**src/rtl/lcd_timing_gen_if.sv**
```systemverilog
// Video timing bus: run request in, sync/active-video/position outputs back.
interface lcd_timing_gen_if;
  logic        en;
  logic        hs_out;
  logic        vs_out;
  logic        de_out;
  logic [15:0] x_out;
  logic [15:0] y_out;
  logic        line_start;
  logic        frame_start;

  modport master (
    input  en,
    output hs_out, vs_out, de_out, x_out, y_out, line_start, frame_start
  );
  modport slave (
    output en,
    input  hs_out, vs_out, de_out, x_out, y_out, line_start, frame_start
  );
endinterface

```
**src/rtl/lcd_timing_gen.sv**
```systemverilog
// LCD raster timing generator: h/v counters with sync-bp-active-fp segments,
// all outputs registered one clock behind the counter state they decode.
module lcd_timing_gen #(
  parameter int H_ACTIVE = 800,
  parameter int H_FP     = 40,
  parameter int H_SYNC   = 128,
  parameter int H_BP     = 88,
  parameter int V_ACTIVE = 480,
  parameter int V_FP     = 1,
  parameter int V_SYNC   = 3,
  parameter int V_BP     = 21,
  parameter bit HS_POL   = 1'b0,
  parameter bit VS_POL   = 1'b0
) (
  input logic              clk,
  input logic              rst_n,
  lcd_timing_gen_if.master bus
);
  localparam logic [15:0] H_TOTAL = 16'(H_SYNC + H_BP + H_ACTIVE + H_FP);
  localparam logic [15:0] V_TOTAL = 16'(V_SYNC + V_BP + V_ACTIVE + V_FP);
  localparam logic [15:0] H_SE    = 16'(H_SYNC);
  localparam logic [15:0] V_SE    = 16'(V_SYNC);
  localparam logic [15:0] H_AS    = 16'(H_SYNC + H_BP);
  localparam logic [15:0] V_AS    = 16'(V_SYNC + V_BP);
  localparam logic [15:0] H_AE    = 16'(H_SYNC + H_BP + H_ACTIVE);
  localparam logic [15:0] V_AE    = 16'(V_SYNC + V_BP + V_ACTIVE);

  typedef enum logic {IDLE, RUN} state_t;
  state_t state;

  logic [15:0] h_cnt, v_cnt;
  logic        h_last, v_last, h_sync, v_sync, h_act, v_act;
  logic        hs_q, vs_q, de_q, ls_q, fs_q;
  logic [15:0] x_q, y_q;

  always_comb begin
    h_last = (h_cnt == H_TOTAL - 16'd1);
    v_last = (v_cnt == V_TOTAL - 16'd1);
    h_sync = (h_cnt < H_SE);
    v_sync = (v_cnt < V_SE);
    h_act  = (h_cnt >= H_AS) && (h_cnt < H_AE);
    v_act  = (v_cnt >= V_AS) && (v_cnt < V_AE);
  end

  always_ff @(posedge clk) begin
    if (!rst_n) begin
      state <= IDLE;
      h_cnt <= '0;
      v_cnt <= '0;
      hs_q  <= ~HS_POL;
      vs_q  <= ~VS_POL;
      de_q  <= 1'b0;
      x_q   <= '0;
      y_q   <= '0;
      ls_q  <= 1'b0;
      fs_q  <= 1'b0;
    end else begin
      // Idle defaults; RUN overrides with the decode of the current counters.
      hs_q <= ~HS_POL;
      vs_q <= ~VS_POL;
      de_q <= 1'b0;
      x_q  <= '0;
      y_q  <= '0;
      ls_q <= 1'b0;
      fs_q <= 1'b0;
      case (state)
        IDLE: if (bus.en) state <= RUN;
        RUN: begin
          h_cnt <= h_last ? '0 : h_cnt + 16'd1;
          if (h_last) v_cnt <= v_last ? '0 : v_cnt + 16'd1;
          hs_q <= h_sync ? HS_POL : ~HS_POL;
          vs_q <= v_sync ? VS_POL : ~VS_POL;
          de_q <= h_act && v_act;
          x_q  <= (h_act && v_act) ? h_cnt - H_AS : '0;
          y_q  <= (h_act && v_act) ? v_cnt - V_AS : '0;
          ls_q <= v_act && (h_cnt == H_AS);
          fs_q <= (h_cnt == '0) && (v_cnt == '0);
          // en only matters at the very last counter cycle of a frame.
          if (h_last && v_last && !bus.en) state <= IDLE;
        end
        default: state <= IDLE;
      endcase
    end
  end

  assign bus.hs_out      = hs_q;
  assign bus.vs_out      = vs_q;
  assign bus.de_out      = de_q;
  assign bus.x_out       = x_q;
  assign bus.y_out       = y_q;
  assign bus.line_start  = ls_q;
  assign bus.frame_start = fs_q;
endmodule
```
**src/flat_wrapper.sv**
```systemverilog
// flat-port wrapper written by rule: the top's interface ports become plain ports
module lcd_timing_gen_flat 
#(
  parameter int H_ACTIVE = 800,
  parameter int H_FP     = 40,
  parameter int H_SYNC   = 128,
  parameter int H_BP     = 88,
  parameter int V_ACTIVE = 480,
  parameter int V_FP     = 1,
  parameter int V_SYNC   = 3,
  parameter int V_BP     = 21,
  parameter bit HS_POL   = 1'b0,
  parameter bit VS_POL   = 1'b0
)
  (clk, rst_n, bus_en, bus_hs_out, bus_vs_out, bus_de_out, bus_x_out, bus_y_out, bus_line_start, bus_frame_start);
  lcd_timing_gen_if bus_i ();
  input logic clk;
  input logic rst_n;
  input wire logic [$bits(bus_i.en)-1:0] bus_en;
  output wire logic [$bits(bus_i.hs_out)-1:0] bus_hs_out;
  output wire logic [$bits(bus_i.vs_out)-1:0] bus_vs_out;
  output wire logic [$bits(bus_i.de_out)-1:0] bus_de_out;
  output wire logic [$bits(bus_i.x_out)-1:0] bus_x_out;
  output wire logic [$bits(bus_i.y_out)-1:0] bus_y_out;
  output wire logic [$bits(bus_i.line_start)-1:0] bus_line_start;
  output wire logic [$bits(bus_i.frame_start)-1:0] bus_frame_start;
  assign bus_i.en = bus_en;
  assign bus_hs_out = bus_i.hs_out;
  assign bus_vs_out = bus_i.vs_out;
  assign bus_de_out = bus_i.de_out;
  assign bus_x_out = bus_i.x_out;
  assign bus_y_out = bus_i.y_out;
  assign bus_line_start = bus_i.line_start;
  assign bus_frame_start = bus_i.frame_start;
  lcd_timing_gen #(.H_ACTIVE(H_ACTIVE), .H_FP(H_FP), .H_SYNC(H_SYNC), .H_BP(H_BP), .V_ACTIVE(V_ACTIVE), .V_FP(V_FP), .V_SYNC(V_SYNC), .V_BP(V_BP), .HS_POL(HS_POL), .VS_POL(VS_POL)) u_core (.clk(clk), .rst_n(rst_n), .bus(bus_i));
endmodule
```
**config.mk**
```make
export PLATFORM = sky130hd
export DESIGN_NAME = lcd_timing_gen_flat
export DESIGN_NICKNAME = d
export VERILOG_FILES = /design/src/rtl/lcd_timing_gen_if.sv /design/src/rtl/lcd_timing_gen.sv /design/src/flat_wrapper.sv
export SDC_FILE = /design/constraint.sdc
export NUM_CORES = 1
export LEC_CHECK = 0
export BUFFER_PORTS_ARGS = -buffer_cell sky130_fd_sc_hd__buf_4
export CAP_MARGIN = 20
export CORE_MARGIN = 5
export CORE_UTILIZATION = 30
export CTS_BUF_LIST = sky130_fd_sc_hd__clkbuf_8
export DETAILED_ROUTE_END_ITERATION = 6
export GPL_ROUTABILITY_DRIVEN = 1
export SYNTH_ARGS = -nofsm -noshare
export SYNTH_HDL_FRONTEND = slang
export SYNTH_SLANG_ARGS = --single-unit
```
**constraint.sdc**
```tcl
create_clock -name clk -period 2.65 [get_ports clk]
set_input_delay 0.53 -clock clk [delete_from_list [all_inputs] [get_ports clk]]
set_output_delay 0.53 -clock clk [all_outputs]
set_load 0.05 [all_outputs]
```
# == Word level (Yosys, flattened, before mapping) ==
# Cells that the tools add are included.
# op_classes
n_addsub,4
magnitude_cmp,6
n_eq_ne,3
muxes,7
bitwise,1
n_reduce_logical,13
# ops
cell,n
$add 16x1->16 const B,2
$logic_not 16->1,2
$mux 16,2
$eq 16x11->1 const B,1
$eq 16x8->1 const B,1
$eq 16x9->1 const B,1
$ge 16x5->1 const B,1
$ge 16x8->1 const B,1
$lt 16x10->1 const B,1
$lt 16x2->1 const B,1
$lt 16x8->1 const B,1
$lt 16x9->1 const B,1
$sub 16x5->16 const B,1
$sub 16x8->16 const B,1
$logic_and 1x1->1,7
$mux 1,4
$reduce_and 2->1,2
$reduce_and 3->1,1
$pmux 1 s2,1
$logic_not 1->1,1
$not 1->1,1
# word_totals
ff_bits,70
input_bits,3
wordCells,44

# == Depth between registers and ports, before layout ==
# Gate-level depths: netlist (run 1).
# logic_depth
word_depth,5
depth_mapped,7

# == Least setup slack after synthesis (run 1) ==
# OpenSTA, ideal clock, no wires.
# synth_path
kind,register to register
from,register u_core.h_cnt[3]
to,register u_core.x_q[2] (netlist: u_core.bus.x_out[2])
setup_time_ns,0.087
arrival_ns,1.608
t_required_ns,2.563
path_slack_ns,0.955
path_stages_with_launch,7
path_buffers,2
cell_sequence,dfxtp_1 ha_1 clkbuf_1 nor4b_2 a21oi_2 buf_2 nor4b_2
# synth_between
elab_chain_len,4
word_cells_on_any_way,5
# synth_lines
item,line_no,source
"start, declared",lcd_timing_gen.sv:31,"logic [15:0] h_cnt, v_cnt;"
"start signal, assigned",lcd_timing_gen.sv:69,h_cnt <= h_last ? '0 : h_cnt + 16'd1;
$ge 16x8->1 / $lt 16x10->1 (equally long branches),lcd_timing_gen.sv:41,h_act = (h_cnt >= H_AS) && (h_cnt < H_AE);
$logic_and 1x1->1 (*),lcd_timing_gen.sv:41,
$logic_and 1x1->1 (*),lcd_timing_gen.sv:74,x_q <= (h_act && v_act) ? h_cnt - H_AS : '0;
$reduce_and 3->1 (no line) (*),n/a,
"end signal, assigned",lcd_timing_gen.sv:74,
"end, declared",lcd_timing_gen.sv:34,"logic [15:0] x_q, y_q;"
# Mark *: on every way between the ends. The rest lies on a longest branch, timed or not.
# A chain may end at the register's enable or synchronous reset.

# == Worst setup path after layout (run 1) ==
# layout_path
from,register u_core.v_cnt[5]
to,register u_core.v_cnt[1]
# layout_between
elab_chain_len,2
# layout_lines
item,line_no,source
"start, declared",lcd_timing_gen.sv:31,
"start signal, assigned",lcd_timing_gen.sv:70,if (h_last) v_cnt <= v_last ? '0 : v_cnt + 16'd1;
$eq 16x9->1,lcd_timing_gen.sv:38,v_last = (v_cnt == V_TOTAL - 16'd1);
$mux 16,lcd_timing_gen.sv:70,
# No other way between the ends.

==> results of run 1 <==
-- flip-flops by register name (all words and copies together), names as in the netlist, 16 cells and up --
register,count
u_core.bus.y_out,16
u_core.v_cnt,16
u_core.h_cnt,16
u_core.bus.x_out,16
-- layout make-up --
type / instances / area share (%)
Clock inverter: 6 / 2.84
Tap cell: 140 / 4.52
Sequential cell: 70 / 36.2
Inverter: 12 / 1.16
Clock buffer: 10 / 3.56
Timing Repair Buffer: 45 / 8.73
Multi-Input combinational cell: 245 / 43.0
-- worst max-delay path by stage --
stage / startpoint / end / slack [ns]
floorplan: u_core.h_cnt[3] / u_core.bus.x_out[2] / 0.96
global placement: rst_n / u_core.bus.y_out[8] / 0.64
detailed placement: rst_n / u_core.bus.y_out[8] / 0.64
CTS: u_core.v_cnt[6] / u_core.v_cnt[1] / 0.66
global route: u_core.h_cnt[7] / u_core.bus.y_out[8] / 0.44
finish: u_core.v_cnt[5] / u_core.v_cnt[1] / 0.67
-- layout by cell type, fill, tap and decap left out, types with 6 or more instances in the layout --
cell,synthesis,routed
ha_1,6,6
nor4_1,33,33
clkbuf_8,0,10
a21oi_1,7,7
nand3_1,15,15
o211ai_1,12,12
nor2_1,22,22
nand2_1,24,24
dfxtp_1,70,70
xor2_1,14,14
and3_1,9,9
or3_1,10,10
buf_4,2,45
and4_1,6,6
o21ai_0,14,14
xnor2_1,8,8
o41ai_1,7,7
inv_1,12,13
nor3_1,6,6
nand4_1,9,9
-- per-stage QoR --
stage          cells  total power, uW  setup WS, ns
4_1_cts          528             2350         0.659
3_3_place_gp     512             1290         0.639
2_1_floorplan    362             1260         0.955
5_1_grt          528             2420         0.439
3_5_place_dp     512             1290         0.637
6_report         528             2330         0.668
-- metal layers --
layer  vias up  wire length (microns)  global-route usage [%]
met2        74                   3440                    18.7
met1      1325                   3800                    17.2
met4         0                    142                    5.56
li1       1391                      -                       -
met5         -                      0                       0
met3        12                    469                    2.26
-- report_power, final --
group	switching (uW)	leakage, uW	internal [uW]
Sequential	44.5	0.000566	1070
Clock	410	0.000124	649
Combinational	93.6	0.000716	62.7
-- worst register-to-register path: stages, from the launching register on --
cell	delay [ns]
dfxtp_1	0.58
and4_1	0.38
nand4_1	0.18
o211ai_2	0.52
o32ai_1	0.19
-- cells by family (layout without fill, tap and decap cells) --
| family | Yosys count | count (layout) | synth area share [%] |
|---|---|---|---|
| xor+xnor | 22 | 22 | 5.85 |
| compound gates | 60 | 60 | 13.2 |
| buf+inv | 47 | 73 | 6.91 |
| fa+ha+maj | 6 | 6 | 2.28 |
| simple gates | 154 | 154 | 28.3 |
| flops | 70 | 70 | 42.6 |
| mux | 3 | 3 | 0.912 |
==> flow_metrics.tcl, run 1 <==
set metrics [dict create \
    outcome "finished clean" \
    synth_area_leader_cell "dfxtp_1" \
    crit-reg2reg-launch "u_core.v_cnt[5]" \
    slowest_stage "dfxtp_1" \
    dp_hpwl_microns 5460 \
    insertion_delay_ns 0.35 \
    powerDensity_nw_per_um2 602 \
    holdBufCountCts 0 \
    routabilityCongestion 0.829 \
    cap_violations 0 \
    portBuffers 39 \
    cp_top_family "compound AO/OA/AOI/OAI gates" \
    regToRegSetupSlack_ns 0.67 \
    postSynthAreaPerCell_sq_um 9.10 \
    syn_inst 362 \
    clock_skew_ns 0.0100 \
    grt_pass1_wl_microns 13200 \
    final_util_pct 35.9 \
    dieArea_sq_um 13200 \
    globalRouteOverflowTotal 0 \
    p_leak_uw 0.00141 \
    postRouteAntennaNets 0 \
    synth_area_leaders "dfxtp_1 43%, nor4_1 6.3%, xor2_1 3.7%" \
    slew_headroom_pct 59.6 \
    multi_input_area_sq_um 1660 \
    worst-setup-path-type "reg2reg" \
    fmax_mhz 505 \
    firstDrtPassIters 4 \
    synth_ff_type "dfxtp_1" \
    wl_per_cell_microns 14.9 \
    reg2reg_depth 4 \
    synth-seq-area-share_pct 42.6 \
    vias 2802 \
    worstPathMaxFanout 13 \
    hp-start "bus_en" \
    critical_path_depth 4 \
    cp.required_ns 2.85 \
    drt_iter0_drc 167 \
    hold_viol_final 0 \
    die_h_microns 115 \
    diodes 0 \
    cts_sinks 70 \
    slowest_delay_ns 0.58 \
    arrival_ns 2.18 \
    drc 0 \
    fin_crit_sh_pct 74.8 \
    synth.distinct_cells 47 \
    clockBufferDepth 2 \
    seqCellArea_sq_um 1400 \
    cp_num_buf_inv 0 \
    crit_path_start_kind "flop" \
    synth_area_sq_um 3290 \
    syn-num-nets 371 \
    cts_resized 0 \
    min_path_type "in2reg" \
    antenna_found_initial 0 \
    cp-end-kind "flop" \
    min_to "u_core.state" \
    num_rows 38 \
    area_growth_pct 17.6 \
    clk_pin_slew_ns 0.07 \
    synth-seq-cells 70 \
    grt_max_degree 35 \
    postPlaceCellArea_sq_um 3620 \
    yosysTopAreaCellShare_pct 42.6 \
    tightest_slew_ns 0.606 \
    die_w_microns 115 \
    min_path_cells 3 \
    finalCriticalPeriod_ns 1.98 \
    synth_top_cells_by_count "70 x dfxtp_1, 33 x nor4_1, 24 x nand2_1" \
    peakVddDrop_uv 326 \
    initial_core_util_pct 30.5 \
    cts_buffers 9 \
    crit_chain "and4_1 > nand4_1 > o211ai_2 > o32ai_1" \
    finalSetupTns_ns 0 \
    slew_violations 0 \
    setup_viol 0 \
    n_fill_cell 1085 \
    wl_microns 7840 \
    synth.most_common_cell "dfxtp_1" \
    grt_usage_pct 12.4 \
    drive_gt1_share_pct 19.1 \
    final_area_sq_um 3870 \
    grt_pass1_vias 2647 \
    post_cts_buffers 0 \
    cts_tree "yes" \
    synth_edf_count 0 \
    core_area_sq_um 10800 \
    rsz0062_at_grt "false" \
    ys_warn_count 0 \
    async_reset_ff_share_pct 0 \
    cts_max_level 3 \
    vias_per_cell 5.31 \
    layout.nets 392 \
    whs_ns 0.454 \
    num_io_pins 40 \
    worstReg2RegEnd "u_core.v_cnt[1]" \
    cts-root-buf "clkbuf_8" \
]
Power figures use the tool's default switching activity.
==> run 2, diff against run 1 <==
- ABC_AREA: default -> 1
- clock period: 2.65 -> 1.7 ns (I/O delays scaled with it)
==> run 2 against run 1 <==
Effect of this change:
- fmax is 25% higher
- global-route usage is 1.1 points higher
- setup slack worse by 0.55 ns
- sequential cell count stayed put
- critical endpoint is now u_core.v_cnt[15]
- utilization is 1.2 points higher
- sequential share of layout area is 6.0 points lower
- via count is 28% higher
==> flow_metrics.tcl, run 2 <==
set metrics [dict create \
    yosysTopAreaCellShare_pct 36.8 \
    regToRegSetupSlack_ns 0.12 \
    grt_usage_pct 13.5 \
    outcome "finished clean" \
    layout_common_cells "151 x nand2_1, 79 x nor2_1, 69 x dfxtp_1" \
    portBuffers 39 \
    p_seq_share_pct 57.1 \
    final_common_cell "nand2_1" \
    fin_ws_ns 0.116 \
    crit_chain "ha_1 > nand3_1 > nor2_1 > nand3_1 > nand2_1 > nand3_1 > a21oi_1" \
    slew_headroom_pct 70.4 \
    peakVddDrop_uv 296 \
    synth.most_common_cell "nand2_1" \
    wl_met2_microns 4150 \
    core_area_sq_um 12500 \
    p_switching_uw 713 \
    wl_met1_microns 4660 \
    setup_viol 0 \
    cap_violations 0 \
    finalPower_uw 2910 \
    synth_xor_area_share_pct 2.99 \
    synth_top_family_by_area "simple AND/OR/NAND/NOR gates" \
    fin_crit_sh_pct 93.2 \
    grt_max_degree 26 \
    reg2reg_depth 7 \
    final_util_pct 37.1 \
    finalCriticalPeriod_ns 1.58 \
    comb_power_share_pct 4.3 \
    grt_pass1_wl_microns 16100 \
    cts_tree "yes" \
    yosys.area_share.simple_pct 44.9 \
    cp.required_ns 1.99 \
    worstPathMaxFanout 5 \
    cts-root-buf "clkbuf_8" \
    layout.nets 613 \
    globalRouteOverflowTotal 0 \
    slowest_delay_ns 0.34 \
    min_to "u_core.state" \
    p_leak_uw 0.00210 \
    hp-start "bus_en" \
    area_growth_pct 21.9 \
    synth.mux.area_fraction_pct 0 \
    finalSetupTns_ns 0 \
    crit-reg2reg-launch "u_core.v_cnt[3]" \
    wl_microns 9730 \
    syn_inst 539 \
    wl_per_cell_microns 12.5 \
    powerDensity_nw_per_um2 627 \
    num_rows 41 \
    synth_area_leader_cell "dfxtp_1" \
    drt_iter0_drc 274 \
    initial_core_util_pct 30.4 \
    clock_skew_ns 0.00822 \
    postSynthAreaPerCell_sq_um 7.06 \
    min_path_cells 3 \
    clk_pin_slew_ns 0.07 \
    clockBufferDepth 2 \
    synth.distinct_cells 31 \
    cts_sinks 70 \
    postRouteAntennaNets 0 \
    cts_max_level 3 \
    synth-compound-area-share_pct 3.58 \
    slowest_stage "dfxtp_1" \
    pre_cts_ws_ns 0.0776 \
    diodes 0 \
    crit_path_start_kind "flop" \
    cts_buffers 9 \
    hold_viol_final 0 \
    cp-end-kind "flop" \
    firstDrtPassIters 5 \
    synth_area_sq_um 3810 \
    die_h_microns 123 \
    clockPowerShare_pct 38.6 \
    ys_warn_count 0 \
    drive_gt1_share_pct 24.0 \
    dp_hpwl_microns 7640 \
    synth_ff_type "dfxtp_1" \
    dieArea_sq_um 15000 \
    synth_top_cells_by_count "151 x nand2_1, 82 x nor2_1, 70 x dfxtp_1" \
    route.met3.wl_microns 668 \
    synth-seq-area-share_pct 36.8 \
    synthAdderAreaFrac_pct 1.97 \
    drc 0 \
    vias_per_cell 4.59 \
    syn-num-nets 548 \
    worst-setup-path-type "reg2reg" \
    post_cts_buffers 0 \
    async_reset_ff_share_pct 0 \
    power.internal_uw 2190 \
    n_fill_cell 1324 \
    vias 3581 \
    die_w_microns 123 \
    num_io_pins 40 \
    synth_edf_count 0 \
    grt_pass1_vias 3273 \
    routabilityCongestion 0.975 \
    slew_violations 0 \
    tightest_slew_ns 0.440 \
    synth-seq-cells 70 \
    rsz0062_at_grt "false" \
    fmax_mhz 631 \
    highest_layer "met4" \
    min_path_type "in2reg" \
    worstReg2RegEnd "u_core.v_cnt[15]" \
    synth_area_leaders "dfxtp_1 37%, nand2_1 15%, nor2_1 8.1%" \
    worst_path_most_repeated_cell "nand3_1" \
    arrival_ns 1.87 \
    insertion_delay_ns 0.35 \
    swShare_pct 24.5 \
    antenna_found_initial 0 \
]
==> run 2: changes by cell type in the layout (fill, tap and decap cells not counted), moves of 9 or more <==
cell	before	now
and3_1	9	0
buf_4	45	68
inv_1	13	53
nand2_1	24	151
nand3_1	15	39
nor2_1	22	79
nor2_2	1	11
nor3_2	1	27
nor4_1	33	2
o211ai_1	12	1
or3_1	10	0
==> run 2: per-layer routing <==
metal | global-route usage (%) | up-vias
met5 | 0 | -
met4 | 6.23 | 0
met3 | 1.71 | 16
met2 | 20.4 | 147
met1 | 19.2 | 1593
li1 | - | 1825
==> run 2: how the worst max path moves through the flow <==
stage,startpoint,end
5_1_grt,u_core.v_cnt[3],u_core.v_cnt[15]
4_1_cts,u_core.h_cnt[1],u_core.h_cnt[11]
2_1_floorplan,u_core.h_cnt[3],u_core.bus.x_out[10]
3_5_place_dp,u_core.h_cnt[1],u_core.h_cnt[11]
3_3_place_gp,u_core.h_cnt[1],u_core.h_cnt[15]
6_report,u_core.v_cnt[3],u_core.v_cnt[15]
==> run 2: cell families after synthesis <==
| kind of cell | count (synthesis) |
|---|---|
| simple gates | 349 |
| buf+inv | 75 |
| flops | 70 |
| compound gates | 26 |
| xor+xnor | 13 |
| fa+ha+maj | 6 |
==> run 2: layout make-up <==
cell class	instances	area [sq um]	share of cell area [%]
clock inverters	6	32.5	0.701
multi-input cells	394	2060	44.4
repair buffers	72	591	12.7
clock buffers	9	124	2.67
inverters	57	214	4.61
flip-flops and latches	70	1400	30.2
well taps	172	215	4.64
==> run 2: repair_timing <==
action                     CTS  global route
setup endpoints to repair    0            14
resized for setup            0             7
hold buffers                 0             0
==> run 2: worst max-delay path, delay by kind of cell, from the launching register on <==
family | cells | cell delay, ns
flops | 1 | 0.34
simple gates | 5 | 0.75
fa+ha+maj | 1 | 0.32
compound gates | 1 | 0.12
==> run 2: metrics by stage <==
stage	hold WS, ns	instances	instance area, sq um
6_report	0.192	780	4640
5_1_grt	0.204	780	4640
4_1_cts	0.188	780	4610
3_5_place_dp	0.476	765	4460
3_3_place_gp	0.473	765	4460
2_1_floorplan	0.446	539	3810
==> run 2: power by group through the flow <==
stage | combinational (uW) | sequential, uW | clock, uW
after floorplan | 60.3 | 1720 | 0
after CTS | 124 | 1660 | 1160
after detailed placement | 124 | 1700 | 0
final | 125 | 1660 | 1120
after global placement | 124 | 1700 | 0
after global routing | 137 | 1660 | 1240
==> run 3, diff against run 2 <==
- clock period: 1.7 -> 1.84 ns (I/O delays scaled with it)
==> run 3 against run 2 <==
Effect of this change:
- clock power rose by 20%
- fmax fell by 3.1%
- combinational power fell by 6%
- critical path type unchanged
- largest cell class unchanged
==> flow_metrics.tcl, run 3 (synthesis gave the netlist of run 2 again) <==
set metrics [dict create \
    worstPathMaxFanout 33 \
    layout.nets 599 \
    clockBufferDepth 2 \
    insertion_delay_ns 0.34 \
    holdBufCountCts 0 \
    initial_core_util_pct 30.4 \
    drive_gt1_share_pct 21.8 \
    finalCriticalPeriod_ns 1.63 \
    cts_sinks 70 \
    fin_ws_ns 0.206 \
    rsz0062_at_grt "false" \
    crit_path_start_kind "flop" \
    slew_violations 0 \
    area_growth_pct 20.1 \
    grt_pass1_wl_microns 15900 \
    crit_chain "inv_1 > nand2_2 > nor3_4 > nand2_1 > nor2_4 > buf_12 > nor3_1" \
    diodes 0 \
    clock_skew_ns 0.00775 \
    cts_resized 0 \
    hp-start "bus_en" \
    worst-setup-path-type "reg2reg" \
    grt_usage_pct 13.2 \
    cts_max_level 3 \
    cts-root-buf "clkbuf_8" \
    num_rows 41 \
    cp_num_buf_inv 2 \
    globalRouteOverflowTotal 0 \
    grt_max_degree 34 \
    instances_no_fill 767 \
    die_w_microns 123 \
    clockPowerShare_pct 44.8 \
    core_area_sq_um 12500 \
    drc 0 \
    p_leak_uw 0.00206 \
    wl_met1_microns 4520 \
    cp-end-kind "flop" \
    dp_hpwl_microns 7530 \
    cap_violations 0 \
    wl_met2_microns 4160 \
    reg2reg_depth 7 \
    outcome "finished clean" \
    grt_pass1_vias 3293 \
    cp.required_ns 2.05 \
    regToRegSetupSlack_ns 0.21 \
    wl_microns 9470 \
    powerDensity_nw_per_um2 655 \
    final_common_cell "nand2_1" \
    layout_common_cells "151 x nand2_1, 81 x nor2_1, 69 x dfxtp_1" \
    final_util_pct 36.5 \
    dieArea_sq_um 15000 \
    setup_viol 0 \
    worstReg2RegEnd "u_core.bus.x_out[10]" \
    wl_per_cell_microns 12.3 \
    die_h_microns 123 \
    tightest_slew_ns 0.409 \
    fin_crit_sh_pct 88.8 \
    finalSetupTns_ns 0 \
    slew_headroom_pct 72.7 \
    p_seq_share_pct 51.3 \
    hold_viol_final 0 \
    min_to "u_core.state" \
    routabilityCongestion 0.902 \
    pre_cts_ws_ns 0.173 \
    post-place-cells 751 \
    post_cts_buffers 0 \
    route.met3.wl_microns 553 \
    min_path_type "in2reg" \
    power.internal_uw 2350 \
    multi_input_area_sq_um 2040 \
    slowest_delay_ns 0.41 \
    vias 3545 \
    firstDrtPassIters 5 \
    antenna_found_initial 0 \
    highest_layer "met4" \
    drt_iter0_drc 229 \
    n_fill_cell 1309 \
    swShare_pct 21.5 \
    cp_top_family "simple AND/OR/NAND/NOR gates" \
    p_switching_uw 644 \
    crit-reg2reg-launch "u_core.h_cnt[11]" \
    arrival_ns 1.85 \
    cts_tree "yes" \
    num_io_pins 40 \
    comb_power_share_pct 3.9 \
    vias_per_cell 4.62 \
    cts_buffers 9 \
    peakVddDrop_uv 336 \
    slowest_stage "dfxtp_1" \
    seqCellArea_sq_um 1400 \
    portBuffers 39 \
    postRouteAntennaNets 0 \
    clk_pin_slew_ns 0.07 \
    min_path_cells 3 \
    fmax_mhz 612 \
]
-- run 3: cell types whose count changed in the layout (fill, tap and decap cells not counted), moves of 2 or more --
cell        delta
buf_4         -14
nor2_2         -2
clkinvlp_4     -2
bufinv_16      +2
nor2_1         +2
nand3_1        +2
-- run 3: through the flow --
stage	power [uW]	hold slack (ns)	instance area, sq um
final	2990	0.233	4570
after global routing	3120	0.238	4570
after detailed placement	1690	0.483	4350
after CTS	3030	0.224	4570
after global placement	1690	0.468	4350
after floorplan	1640	0.458	3810
-- run 3: power groups by stage --
stage / clock, uW / sequential (uW) / combinational, uW
2_1_floorplan: 0 / 1580 / 55.7
3_3_place_gp: 0 / 1570 / 117
3_5_place_dp: 0 / 1570 / 116
4_1_cts: 1380 / 1530 / 116
5_1_grt: 1450 / 1530 / 129
6_report: 1340 / 1530 / 117
-- run 3: how the worst max path moves through the flow --
stage,from,endpoint,cells past startpoint
after detailed placement,u_core.h_cnt[3],u_core.bus.y_out[0],8
final,u_core.h_cnt[11],u_core.bus.x_out[10],7
after CTS,u_core.h_cnt[3],u_core.bus.y_out[0],8
after global routing,u_core.h_cnt[4],u_core.bus.x_out[12],8
after floorplan,u_core.h_cnt[3],u_core.bus.x_out[10],8
after global placement,u_core.h_cnt[3],u_core.h_cnt[13],8
-- run 3: worst reg2reg max path, stage by stage (launching register included) --
cell	delay [ns]
dfxtp_1	0.41
inv_1	0.14
nand2_2	0.10
nor3_4	0.26
nand2_1	0.14
nor2_4	0.15
buf_12	0.23
nor3_1	0.09
-- run 3: area by class of cell --
class	count	area share (%)
tap	172	4.71
clock buffer	10	3.01
multi-input combinational	394	44.6
timing repair buffer	58	10.6
sequential	70	30.7
inverter	57	4.68
clock inverter	6	1.70
-- run 3: routing by layer --
metal | global-route usage (%) | vias up
met3 | 2.17 | 19
met1 | 18.3 | 1618
met2 | 20.2 | 108
li1 | - | 1800
met4 | 6.02 | 0
met5 | 0 | -
